<file path="src/rtl/fifo_rd_arb.sv">
// Two-requester read arbiter/sequencer for the pixel FIFO: round-robin bursts of up to BURST words.
// Define FIFO_ARB_PRIO_EN for strict priority (req0 always wins a tie) instead of round-robin.
module fifo_rd_arb #(
    parameter int DW    = 10,
    parameter int BURST = 4
) (
    input  logic          Pclk,
    input  logic          rst,
    input  logic          req0,
    input  logic          req1,
    input  logic          fifo_empty,
    input  logic [DW-1:0] fifo_data,
    output logic          fifo_rd,
    output logic [1:0]    gnt,
    output logic [DW-1:0] dout,
    output logic          dvalid0,
    output logic          dvalid1,
    output logic          busy
);

    // state | meaning
    // IDLE  | no grant; pick an owner when data and a request are present
    // READ  | issue one read if the FIFO is not empty, else end the burst
    // WAIT  | read gap so the registered empty flag settles; decide burst end
    typedef enum logic [1:0] {IDLE, READ, WAIT} state_t;

    localparam logic [7:0] BURST_C = 8'(BURST);

    state_t        state_q;
    logic [1:0]    gnt_q;
    logic [7:0]    cnt_q;
    logic          last_q;
    logic          owner_q;
    logic          owner_d;
    logic          owner_req;
    logic          rd_dly_q;
    logic          tag_dly_q;
    logic [DW-1:0] dout_q;
    logic          dv0_q;
    logic          dv1_q;

    always_comb begin
        owner_d = 1'b0;
`ifdef FIFO_ARB_PRIO_EN
        owner_d = req1 & ~req0;
`else
        // last_q holds the previous owner, so a tie goes to the other one
        owner_d = req1 & (~req0 | ~last_q);
`endif
    end

    assign owner_req = owner_q ? req1 : req0;

    always_ff @(posedge Pclk or negedge rst) begin
        if (!rst) begin
            state_q <= IDLE;
            gnt_q   <= 2'b00;
            cnt_q   <= 8'd0;
            last_q  <= 1'b1;
            owner_q <= 1'b0;
        end else begin
            case (state_q)
                IDLE: begin
                    if (!fifo_empty && (req0 || req1)) begin
                        owner_q <= owner_d;
                        gnt_q   <= owner_d ? 2'b10 : 2'b01;
                        cnt_q   <= 8'd0;
                        state_q <= READ;
                    end
                end
                READ: begin
                    if (!fifo_empty) begin
                        cnt_q   <= cnt_q + 8'd1;
                        state_q <= WAIT;
                    end else begin
                        gnt_q   <= 2'b00;
                        last_q  <= owner_q;
                        state_q <= IDLE;
                    end
                end
                WAIT: begin
                    if (cnt_q == BURST_C || !owner_req || fifo_empty) begin
                        gnt_q   <= 2'b00;
                        cnt_q   <= 8'd0;
                        last_q  <= owner_q;
                        state_q <= IDLE;
                    end else begin
                        state_q <= READ;
                    end
                end
                default: state_q <= IDLE;
            endcase
        end
    end

    // The read strobe depends on this cycle's empty flag, so it cannot be registered.
    assign fifo_rd = (state_q == READ) && !fifo_empty;

    always_ff @(posedge Pclk or negedge rst) begin
        if (!rst) begin
            rd_dly_q  <= 1'b0;
            tag_dly_q <= 1'b0;
            dout_q    <= '0;
            dv0_q     <= 1'b0;
            dv1_q     <= 1'b0;
        end else begin
            rd_dly_q  <= fifo_rd;
            tag_dly_q <= owner_q;
            if (rd_dly_q) begin
                dout_q <= fifo_data;
            end
            dv0_q <= rd_dly_q & ~tag_dly_q;
            dv1_q <= rd_dly_q & tag_dly_q;
        end
    end

    assign gnt     = gnt_q;
    assign dout    = dout_q;
    assign dvalid0 = dv0_q;
    assign dvalid1 = dv1_q;
    assign busy    = (state_q != IDLE);

endmodule

</file>
<file path="config.mk">
export PLATFORM = sky130hd
export DESIGN_NAME = fifo_rd_arb
export DESIGN_NICKNAME = d
export VERILOG_FILES = /design/src/rtl/fifo_rd_arb.sv
export SDC_FILE = /design/constraint.sdc
export NUM_CORES = 1
export LEC_CHECK = 0
export BUFFER_PORTS_ARGS = -buffer_cell sky130_fd_sc_hd__buf_4
export CORE_MARGIN = 4
export CORE_UTILIZATION = 50
export CTS_BUF_LIST = sky130_fd_sc_hd__clkbuf_8
export CTS_CLUSTER_DIAMETER = 100
export DETAILED_ROUTE_END_ITERATION = 10
export PLACE_DENSITY = 0.75
export SETUP_SLACK_MARGIN = 0.3
export SYNTH_ARGS = -nofsm -noshare
export SYNTH_HDL_FRONTEND = slang
export SYNTH_SLANG_ARGS = --single-unit
export TNS_END_PERCENT = 5
</file>
<file path="constraint.sdc">
create_clock -name Pclk -period 2.3 [get_ports Pclk]
set_input_delay 0.575 -clock Pclk [delete_from_list [all_inputs] [get_ports Pclk]]
set_output_delay 0.575 -clock Pclk [all_outputs]
set_load 0.05 [all_outputs]
</file>
After elaboration in Yosys (flattened, before gate mapping)
Index checks and enable logic that the tools add are counted.
- add/subtract/negate cells: 1
- multiply operators: 0
- divide/modulo/power cells: 0
- $lt $le $gt $ge: 0
- equality and inequality tests: 7
- shift-type cells: 0
- multiplexer cells: 17
- bitwise operators: 7
- reductions and logical operators: 15
- operators with widths (cell ; number):
    2-to-1 mux 8 bit ; 3
    case mux 8 bit (3 select lines) ; 1
    2-to-1 mux 2 bit ; 6
    case mux 2 bit (3 select lines) ; 2
    adder 8 x 1 -> 8 bit (second input constant) ; 1
    == test 8 x 3 -> 1 bit (second input constant) ; 1
    inequality test 2 bit (second input constant) ; 4
    AND reduction 4 bit ; 2
    2-to-1 mux 1 bit ; 4
    nonzero test 2 bit ; 2
    AND 1 bit ; 3
    logical OR 1 bit ; 3
    inverter 1 bit ; 3
    AND reduction 3 bit ; 1
    nonzero test 3 bit ; 1
    == test 2 x 1 -> 1 bit (second input constant) ; 1
    == test 2 bit (second input constant) ; 1
    logical AND 1 bit ; 2
    zero test 1 bit ; 2
    zero test 2 bit ; 1
    case mux 1 bit (2 select lines) ; 1
    AND reduction 2 bit ; 1
    OR 1 bit ; 1
- register bits: 28
- latch bits: 0
- bits in writable memories: 0
- ROM bits: 0
- input bits: 15
- output and inout port bits: 16
- word-level logic and storage cells: 57
- memories: 0

Depth between registers and ports, before layout
- word-level depth: 6
- mapped depth: 7
- depth with buffers taken out: 6

Worst setup path after synthesis
Ideal clock, no wire load.
- kind: reg2reg
- start point: register state_q[1]
- end point: register gnt_q[0] (netlist: gnt[0])
- library setup time: 0.125 ns
- arrival: 2.097 ns
- required time: 2.175 ns
- setup slack: 0.078 ns
- cell stages (with the launch flop): 6
- buffers on the path: 0
- period minus slack after synthesis: 2.222 ns
- cell sequence: dfrtp_1 inv_1 ha_1 nor2b_1 or4_4 mux2_4
- longest elaborated chain between the ends: 3
- elaborated cells on any way between the ends: 9
- those cells by class: 5 x eq/ne; 1 x mux; 3 x reduce/logical
- RTL lines (what ; line ; RTL):
    from (decl) ; 29 ; state_t state_q;
    from (signal assigned) ; 56 ; state_q <= IDLE;
    from (signal assigned) ; 68 ; state_q <= READ;
    from (signal assigned) ; 74 ; state_q <= WAIT;
    == test 2 bit (tied with other cells) ; 62 ; case (state_q)
    inequality test 2 bit (no line) or nonzero test 3 bit (tied branches) ; n/a ;
    AND reduction 4 bit (no line) ; n/a ;
    to (signal assigned) ; 66 ; gnt_q <= owner_d ? 2'b10 : 2'b01;
    to (decl) ; 30 ; logic [1:0] gnt_q;
Parallel ways exist; a longest one is shown, timed or not.
A chain may end at the register's enable or synchronous reset.

Final worst setup path
- start point: register cnt_q[4]
- end point: register gnt_q[0] (netlist: gnt[0])
- longest elaborated chain between the ends: 5
- RTL lines (what ; line ; RTL):
    from (decl) ; 31 ; logic [7:0] cnt_q;
    from (signal assigned) ; 73 ; cnt_q <= cnt_q + 8'd1;
    == test 8 x 3 -> 1 bit ; 82 ; if (cnt_q == BURST_C || !owner_req || fifo_empty) begin
    logical OR 1 bit (2 in series) ; 82 ;
    inequality test 2 bit (no line) ; n/a ;
    AND reduction 4 bit (no line) ; n/a ;
Every way passes these cells.

==> results.txt <==
The post-synthesis cell count is 119, and the power per cell area is 1396 nW/um^2. The fraction of the cycle the final worst path needs is 0.8486, and the vertical die dimension is 60.37 um. The tightest min-delay check is of the input pin to asynchronous set/reset pin type. The logs give 39 for the number of violations reported at the end of detailed-routing iteration 0 and 29 for the largest net degree at the start of global routing. Derived from the worst setup path, the maximum achievable clock frequency is 512.4 MHz. Summed over all cells, the static leakage comes to 0.7780 nW. For the area of the die, the log shows 3645 sq um. Setup repair after global routing could not meet its margin everywhere. Once the clock tree was built, the setup fixing pass inserted 0 buffers. Clock-pin slew was measured on the worst setup and hold paths at 0.09 ns. The logs give 0.2202 ns for the post-place setup slack and 0.1479 for the total track usage. The net switching power is 1.080 mW, and the highest net fanout along the worst path is 6.

The tools report the startpoint type of the worst setup path as a flip-flop. The tools report the multi-input gate area in the final layout as 645.6 sq um. The logs give 2 for the clock tree buffer depth and 0.109 for the clock share of power.

The net switching fraction of the power works out to 0.4539. The internal portion of the total power is 1.299 mW. TritonCTS built the clock tree. The first detailed-routing pass ran for 4 iterations. The clock latency at the later pin of the worst-skew pair is 0.27 ns. Yosys mapped the design onto 34 distinct sky130hd cell types. Registers take 701.9 sq um.

The via count of the first global-routing pass was 949. The tools report the master cell of the clock root buffer as clkbuf_8. After layout, the minimum clock period comes to 1.952 ns.

The die boundary width was 60.37 um; the number of antenna-violating nets in the routed design was 0. The share of total power in sequential cells was 0.338; the final count of hold timing violations was 0. TritonCTS created 3 clock buffers. The area share of the largest cell type after synthesis is 0.4927. The final setup skew is 0.004925 ns. At the worst endpoint, the arrival time is 2.11 ns.

The floorplan has 18 rows. The clock drives 28 sinks. The count of buffer and inverter cells on the critical path was 0; the layout cell share with drive strength beyond 1 was 0.3709. Setup violations remaining at the end of the flow were counted as 0. Dividing the detail-routed via count by the number of cells gives 5.536.

The worst reg2reg path endpoint was gnt[0]. The relative slew slack was 0.7234. For the reported max-cap violation count, the log shows 0. Summed over all layers, the routed wires come to 2.683 mm. In the post-synthesis netlist, the biggest area contributors are dfrtp_1, mux2_2, ha_1. The worst path required time is 2.45 ns. The run gives 0.5388 as the initial core utilization. The share of synthesized area occupied by flip-flops and latches is 0.5119.

In the final timing run, aggregate negative setup slack is 0 ns. The total of fill cells in the finished design is 203, and the detail-routed net length per standard cell is 14.82 um. Path type of the worst setup path: flip-flop to flip-flop.

Slowest cell on the critical path: or4_4. The layout overhead on the synthesized area is 24.27%. The tools report the beginning of the worst register-to-register path as cnt_q[4]. Endpoint type of the worst setup path: a flip-flop. The H-tree level count is 1, and the highest ir drop seen on vdd is 0.9987 mV.

The number of synthesized flops with an enable pin was 0. The logs give 0.3483 ns for the post-route worst setup slack and 1002 for the via count. The signal on the critical path passes through nor4_2 -> a2111oi_4 -> or4_4 -> mux2_4. During synthesis, Yosys emitted a total of 0 warnings. The number of nets produced by synthesis came out at 140.

For the initial antenna violation count, the log shows 0. The total core area came out at 2545 sq um. For the final-report max-slew violation count, the log shows 0.

The part of the power in combinational logic was 0.553. The commonest register cell after synthesis was dfrtp_1. For the final net count, the log shows 173. Grouping stages by cell kind, the critical path spends the most delay in simple AND/OR/NAND/NOR gates. For this run, the slowest stage of the critical path takes 0.52 ns.

The first global-routing pass estimated 4.188 mm of wire. The slack of the worst reg-to-reg path was 0.35 ns; the detailed placement HPWL was 1.911 mm. The fraction of registers with async set or reset after synthesis works out to 1.000. For the pin with the worst max-slew slack, the measured transition is 0.4150 ns. At the end of routability-driven placement, the weighted congestion stood at 0.8201. In this run the tool buffered the top-level ports with 30 buffer cells.

For this design the top-level I/O count stands at 31. After synthesis the netlist holds a flip-flop and latch count of 28. In this run, post-CTS hold repair placed 0 buffers. The run finished with clean final reports.

The summed instance area of the synthesized netlist is 1371 sq um, and the antenna diode count is 0. For the total overflow reported by the global router, the log shows 0. Mean cell area of the mapped netlist: 11.52 sq um. After detailed routing, the number of remaining DRC violations is 0.

The worst register-to-register path has a depth of 4. Summed over all instances, the cell type with the most area after synthesis is dfrtp_1.
[power groups by stage]
stage                     clock network (mW)  registers (mW)  logic (mW)
final                                  0.260           0.803        1.32
after global routing                   0.284           0.834        1.40
after CTS                              0.268           0.802        1.30
after detailed placement                   0           0.811        1.29
after global placement                     0           0.801        1.27
after floorplan                            0            1.18       0.563
[cells in the mapped netlist (all sizes together) (2+ instances only)]
master / number
nor2: 6
o21ai: 9
nand2: 11
nand3b: 4
ha: 6
mux2: 14
dfrtp: 27
nand3: 4
inv: 7
nor2b: 3
and2: 2
a22o: 3
mux2i: 2
o41ai: 2
buf: 3
o221ai: 3
[logic make-up after synthesis]
logic type | count (synthesis) | synth area share
adder cells (fa/ha/maj) | 6 | 0.05474
AND/OR/NAND/NOR | 35 | 0.1396
flip-flops | 28 | 0.5119
buffers and inverters | 11 | 0.03376
AO/OA/AOI/OAI | 23 | 0.1223
multiplexers | 16 | 0.1378
[stage by stage]
stage	power (mW)	hold WS, ns	instance area (sq um)	utilization	instances
4_1_cts	2.370	0.2164	1679	0.6598	181
6_report	2.379	0.2088	1704	0.6696	181
5_1_grt	2.522	0.2291	1704	0.6696	181
2_1_floorplan	1.743	0.2794	1374	-	119
3_3_place_gp	2.068	0.4002	1632	0.6411	177
3_5_place_dp	2.099	0.4061	1632	0.6411	177
[state kept, by name, indices dropped and copies added (netlist names)]
register   cells
dout          10
gnt            2
cnt_q          8
dvalid1        1
state_q        2
owner_q        1
last_q         1
tag_dly_q      1
dvalid0        1
rd_dly_q       1
[layer usage]
| layer | part of all wire | vias to the layer above | track usage | wire length [um] |
|---|---|---|---|---|
| li1 | - | 486 | - | - |
| met1 | 0.43 | 474 | 0.1967 | 1163 |
| met2 | 0.48 | 40 | 0.2593 | 1299 |
| met3 | 0.077 | 2 | 0.02128 | 207 |
| met4 | 0.0045 | 0 | 0.02848 | 12 |
| met5 | 0 | - | 0 | 0 |
[cells in the final DEF (no fill, tap or decap)]
cell type	synthesis	final
inv_1	7	8
nand2_1	11	11
and3b_1	1	1
mux2i_1	2	2
buf_4	1	30
nor2_2	1	1
o21bai_1	1	1
a21boi_0	1	1
nor3_1	1	1
nand3b_1	4	4
nor2b_1	3	2
or4_4	1	1
nor2_1	5	5
dfrtp_1	27	27
mux2_4	3	3
mux2_2	11	11
a2111oi_4	0	1
and2_1	2	2
a21oi_1	1	1
or2_4	0	1
nor2b_4	0	1
o21ai_1	3	3
a221o_1	1	1
ha_1	6	6
buf_6	0	2
clkbuf_8	0	3
o221ai_1	3	3
nand3_1	4	4
a22o_1	3	3
o21ai_0	6	6
nor4_2	1	1
dfstp_2	1	1
o41ai_1	2	2
o211ai_1	1	1
[timing repair]
action                     in CTS  in global routing
pin swaps                       0                  1
setup endpoints to repair       9                 13
gates resized for setup         1                  4
[cell type report]
cell class / instances / area share
clock inverters: 1 / 0.002203
repair buffers: 32 / 0.1454
inverters: 7 / 0.01542
clock buffers: 3 / 0.02423
flip-flops and latches: 28 / 0.4119
multi-input cells: 80 / 0.3789
well taps: 30 / 0.02203
[worst max path at each step]
stage	start	endpoint	slack, ns	depth (start not counted)
5_1_grt	state_q[1]	fifo_rd	0.27	4
2_1_floorplan	state_q[1]	gnt[0]	0.39	5
3_3_place_gp	fifo_empty	cnt_q[4]	0.28	5
4_1_cts	state_q[1]	fifo_rd	0.30	4
6_report	cnt_q[4]	gnt[0]	0.35	4
3_5_place_dp	cnt_q[0]	cnt_q[6]	0.22	7
Power figures use the tool's default switching activity.
